**src/rtl/ram_march_tester_if.sv**
```systemverilog
// rtl/ram_march_tester_if.sv - RAM port bundle between the march tester and a single-port RAM
interface ram_march_tester_if #(
    parameter int ADDR_W = 5,
    parameter int DATA_W = 4
);
    logic [ADDR_W-1:0] ram_addr;
    logic              ram_wr_en;
    logic [DATA_W-1:0] ram_wr_data;
    logic [DATA_W-1:0] ram_rd_data;

    modport master (output ram_addr, ram_wr_en, ram_wr_data, input ram_rd_data);
    modport slave  (input ram_addr, ram_wr_en, ram_wr_data, output ram_rd_data);
endinterface

```
**src/rtl/ram_march_tester.sv**
```systemverilog
// rtl/ram_march_tester.sv - three-pass march BIST controller for a sync-write/async-read RAM
module ram_march_tester #(
    parameter int ADDR_W = 5,
    parameter int DATA_W = 4
) (
    input  logic                clk,
    input  logic                reset,
    input  logic                start,
    input  logic [DATA_W-1:0]   seed,
    ram_march_tester_if.master  ram,
    output logic                busy,
    output logic                done,
    output logic                pass,
    output logic [ADDR_W+1:0]   err_count,
    output logic [ADDR_W-1:0]   fail_addr
);
    typedef enum logic [2:0] {ST_IDLE, ST_WRITE, ST_VERIFY, ST_CHECK, ST_DONE} state_t;

    state_t              state_q, state_d;
    logic [ADDR_W-1:0]   cnt_q, cnt_d;
    logic [DATA_W-1:0]   seed_q, seed_d;
    logic [ADDR_W+1:0]   err_q, err_d;
    logic [ADDR_W-1:0]   fail_addr_q, fail_addr_d;
    logic                first_fail_q, first_fail_d;
    logic [DATA_W-1:0]   pat;
    logic                mismatch;
    logic                last;

    always_comb begin
        state_d      = state_q;
        cnt_d        = cnt_q;
        seed_d       = seed_q;
        err_d        = err_q;
        fail_addr_d  = fail_addr_q;
        first_fail_d = first_fail_q;
        pat          = cnt_q[DATA_W-1:0] ^ seed_q;
        last         = (cnt_q == {ADDR_W{1'b1}});
        mismatch     = 1'b0;
        case (state_q)
            ST_IDLE, ST_DONE: begin
                if (start) begin
                    state_d      = ST_WRITE;
                    cnt_d        = '0;
                    seed_d       = seed;
                    err_d        = '0;
                    fail_addr_d  = '0;
                    first_fail_d = 1'b0;
                end
            end
            ST_WRITE: begin
                cnt_d = cnt_q + ADDR_W'(1);
                if (last) state_d = ST_VERIFY;
            end
            ST_VERIFY: begin
                // Async read returns the pre-write value; the inverse lands at this edge.
                mismatch = (ram.ram_rd_data != pat);
                cnt_d    = cnt_q + ADDR_W'(1);
                if (last) state_d = ST_CHECK;
            end
            ST_CHECK: begin
                mismatch = (ram.ram_rd_data != ~pat);
                cnt_d    = cnt_q + ADDR_W'(1);
                if (last) state_d = ST_DONE;
            end
            default: state_d = ST_IDLE;
        endcase
        if (mismatch) begin
            if (err_q != {(ADDR_W+2){1'b1}}) err_d = err_q + (ADDR_W+2)'(1);
            if (!first_fail_q) begin
                fail_addr_d  = cnt_q;
                first_fail_d = 1'b1;
            end
        end
    end

    always_ff @(posedge clk or posedge reset) begin
        if (reset) begin
            state_q      <= ST_IDLE;
            cnt_q        <= '0;
            seed_q       <= '0;
            err_q        <= '0;
            fail_addr_q  <= '0;
            first_fail_q <= 1'b0;
        end else begin
            state_q      <= state_d;
            cnt_q        <= cnt_d;
            seed_q       <= seed_d;
            err_q        <= err_d;
            fail_addr_q  <= fail_addr_d;
            first_fail_q <= first_fail_d;
        end
    end

    always_comb begin
        busy            = (state_q == ST_WRITE) || (state_q == ST_VERIFY) || (state_q == ST_CHECK);
        done            = (state_q == ST_DONE);
        pass            = done && (err_q == '0);
        ram.ram_addr    = busy ? cnt_q : '0;
        ram.ram_wr_en   = (state_q == ST_WRITE) || (state_q == ST_VERIFY);
        ram.ram_wr_data = (state_q == ST_WRITE)  ? pat :
                          (state_q == ST_VERIFY) ? ~pat : '0;
        err_count       = err_q;
        fail_addr       = fail_addr_q;
    end
endmodule

```
**src/flat_wrapper.sv**
```systemverilog
// flat-port wrapper written by rule: the top's interface ports become plain ports
module ram_march_tester_flat 
#(
    parameter int ADDR_W = 5,
    parameter int DATA_W = 4
)
  (clk, reset, start, seed, busy, done, pass, err_count, fail_addr, ram_ram_addr, ram_ram_wr_en, ram_ram_wr_data, ram_ram_rd_data);
  ram_march_tester_if #(.ADDR_W(ADDR_W), .DATA_W(DATA_W)) ram_i ();
  input  logic clk;
  input  logic reset;
  input  logic start;
  input  logic [DATA_W-1:0] seed;
  output logic busy;
  output logic done;
  output logic pass;
  output logic [ADDR_W+1:0] err_count;
  output logic [ADDR_W-1:0] fail_addr;
  output wire logic [$bits(ram_i.ram_addr)-1:0] ram_ram_addr;
  output wire logic [$bits(ram_i.ram_wr_en)-1:0] ram_ram_wr_en;
  output wire logic [$bits(ram_i.ram_wr_data)-1:0] ram_ram_wr_data;
  input wire logic [$bits(ram_i.ram_rd_data)-1:0] ram_ram_rd_data;
  assign ram_ram_addr = ram_i.ram_addr;
  assign ram_ram_wr_en = ram_i.ram_wr_en;
  assign ram_ram_wr_data = ram_i.ram_wr_data;
  assign ram_i.ram_rd_data = ram_ram_rd_data;
  ram_march_tester #(.ADDR_W(ADDR_W), .DATA_W(DATA_W)) u_core (.clk(clk), .reset(reset), .start(start), .seed(seed), .ram(ram_i), .busy(busy), .done(done), .pass(pass), .err_count(err_count), .fail_addr(fail_addr));
endmodule
```
**config.mk**
```make
export PLATFORM = sky130hd
export DESIGN_NAME = ram_march_tester_flat
export DESIGN_NICKNAME = d
export VERILOG_FILES = /design/src/rtl/ram_march_tester_if.sv /design/src/rtl/ram_march_tester.sv /design/src/flat_wrapper.sv
export SDC_FILE = /design/constraint.sdc
export NUM_CORES = 1
export LEC_CHECK = 0
export CAP_MARGIN = 40
export CORE_ASPECT_RATIO = 1.25
export CORE_MARGIN = 5
export CORE_UTILIZATION = 50
export DETAILED_ROUTE_END_ITERATION = 8
export PLACE_DENSITY_LB_ADDON = 0.12
export SKIP_CTS_REPAIR_TIMING = 1
export SYNTH_ARGS = -nofsm -noshare
export SYNTH_HDL_FRONTEND = slang
export SYNTH_SLANG_ARGS = --single-unit
```
**constraint.sdc**
```tcl
create_clock -name clk -period 5.9 [get_ports clk]
set_input_delay 1.77 -clock clk [delete_from_list [all_inputs] [get_ports clk]]
set_output_delay 1.77 -clock clk [all_outputs]
set_load 0.02 [all_outputs]
```
==> out/qor.txt <==
grt total ovfl -> 0
initial core utilization -> 0.523
LEAKAGE -> 0.877 nW
Worst-Skew Late Latency -> 320 ps
GPL Wtd Cong -> 0.783
# diodes -> 0
Seq cells post-synth -> 25
clock skew -> 6.95 ps
core footprint -> 2950 um^2
drt first pass iters -> 4
worst vdd ir -> 0.000325 V
Avg Cell Area, Syn -> 9.56 um^2
vias -> 1271
die area -> 4290 um^2
Max transition margin -> 0.524
Post-synth EDFFs -> 0
async set-reset flop share out of synthesis -> 1.00
NumNets Final -> 211
synthesized instance count -> 161
ratio of cells with drive above 1 in the final layout -> 0.0872
H-tree depth -> 1
CTS tree -> built
Max Root-Sink Buffers -> 2
wire length per cell -> 16.0 um
Die W -> 59.6 um
drt initial violations -> 37
largest net degree at the start of global routing -> 16
sequential share of the synthesized area -> 0.407
period utilization -> 0.712
endpoints failing setup -> 0
Syn Nets -> 176
MaxCap Viol Count -> 0
Least-Margin Pin Slew -> 708 ps
CP arrival -> 2430 ps
Cell Area, Synth -> 1540 um^2
P per Cell Area -> 547 nW/um^2
library cells used by synthesis -> 42
Commonest cells post-synth -> nand2_1 (26), dfrtp_1 (25), nor2_1 (14)
crit end category -> output pin
setup TNS -> 0 ps
fin. max-slew vios -> 0
Routed Antenna Nets -> 0
area leader, netlist -> dfrtp_1
row cnt -> 22
Worst Path Required -> 4130 ps
Area Growth Syn to Fin -> 25.7%
WS Path Type -> register to output pin
clock root cell -> clkbuf_4
Post-Route WL -> 3690 um
Clock Sinks -> 25
GRT Util Overall -> 0.185
crit-path max FO -> 11
top-count cell post-synth -> nand2_1
drt drc -> 0
hpwl dp -> 2750 um
Synth Flop Type -> dfrtp_1
Finished Cell Area -> 1930 um^2
vias in the first global route -> 1366
Final Hold Vio Count -> 0
synth warn -> 0
Filler cells -> 259
Vias/cell -> 5.50
I/O Buffers -> 35
Die H -> 72.0 um
Max Fclk -> 238 MHz
min Tclk post-route -> 4200 ps
status -> finished, final reports clean
Reg clk slew, reported paths -> 150 ps
initial antenna violation count -> 0
worst hold path class -> register to register
first-pass GRT wire length -> 6230 um
RSZ-0062 raised after global routing -> no
Synth top area share -> 0.407
Num CTS Buffers -> 3
Synth area leaders -> dfrtp_1 (41%), mux2i_1 (6.5%), nand2_1 (6.3%)
I/O pin cnt -> 36
CP startpoint kind -> register
placed inst area -> 1900 um^2
-- area by class of cell --
| type | count | area, um^2 | share of cell area |
|---|---|---|---|
| Inverter | 9 | 33.8 | 0.0175 |
| Clock buffer | 3 | 22.5 | 0.0116 |
| Tap cell | 36 | 45.0 | 0.0233 |
| Clock inverter | 1 | 7.51 | 0.00388 |
| Sequential cell | 25 | 626 | 0.323 |
| Timing Repair Buffer | 36 | 365 | 0.189 |
| Multi-Input combinational cell | 121 | 835 | 0.431 |
-- worst max-delay path, cell delays in order (launching register included) --
cell,delay (ps)
dfrtp_1,500
nor2_1,450
nand2_1,160
nor4bb_1,340
clkdlybuf4s50_1,660
-- per-layer routing --
metal,GRT usage,vias to the layer above,wire length [um]
met5,0,-,0
met4,0.0394,0,20
met3,0.0302,2,189
met2,0.329,40,1930
met1,0.233,601,1550
li1,-,628,-
-- cell families (layout without fill, tap and decap cells) --
group	Yosys count	after routing	synth area share
mux	11	11	0.0724
xor+xnor	11	11	0.101
flops	25	25	0.407
compound gates	19	19	0.0862
fa+ha+maj	4	4	0.0325
buf+inv	15	49	0.0512
simple gates	76	76	0.250
-- report_power, final --
group | internal (mW) | total [mW] | switching [mW]
Clock | 0.0258 | 0.0797 | 0.0538
Sequential | 0.236 | 0.316 | 0.0804
Combinational | 0.339 | 0.662 | 0.322
-- flip-flops by register name, summed over array words and instances (netlist names) --
register / count
u_core.state_q: 3
u_core.first_fail_q: 1
u_core.seed_q: 4
u_core.cnt_q: 5
u_core.fail_addr: 5
u_core.err_count: 7
-- worst paths after layout --
kind	from	to	slack [ps]	cells after the start
max in group asynchronous	reset	u_core.cnt_q[0]	3690	3
hold reg to reg	u_core.fail_addr[3]	u_core.fail_addr[3]	540	2
setup reg to reg	u_core.cnt_q[3]	u_core.err_count[2]	3680	5
hold / removal	u_core.fail_addr[3]	u_core.fail_addr[3]	540	2
setup / recovery	u_core.state_q[0]	pass	1700	4
min in group asynchronous	reset	u_core.err_count[4]	1740	2
-- stage by stage --
stage	utilization	cells	power, mW	hold WS, ps	setup WS (ps)
after floorplan	-	161	0.758	470	2470
after global placement	0.641	226	0.967	487	2150
after detailed placement	0.647	227	0.983	515	2130
after CTS	0.657	231	1.06	539	1730
after global routing	0.657	231	1.14	573	1540
final	0.657	231	1.06	536	1700
-- layout by cell type (no fill, tap or decap), types with 2 or more instances in the layout --
| cell | Yosys | routed |
|---|---|---|
| o31ai_1 | 2 | 2 |
| a21oi_1 | 2 | 2 |
| mux2i_1 | 10 | 10 |
| nand4_1 | 3 | 3 |
| clkbuf_4 | 0 | 3 |
| xnor3_1 | 2 | 2 |
| xnor2_1 | 6 | 6 |
| o21ai_0 | 3 | 3 |
| and3_1 | 3 | 3 |
| nor4_1 | 2 | 2 |
| nor2b_1 | 3 | 3 |
| nor3_1 | 5 | 5 |
| nand3_1 | 8 | 8 |
| inv_1 | 9 | 9 |
| a22o_1 | 2 | 2 |
| ha_1 | 4 | 4 |
| o211ai_1 | 3 | 3 |
| and2_1 | 2 | 2 |
| clkdlybuf4s50_1 | 0 | 35 |
| nand2_1 | 26 | 26 |
| dfrtp_1 | 25 | 25 |
| a31oi_1 | 2 | 2 |
| nor2_1 | 14 | 14 |
(Power assumes the default switching activity.)
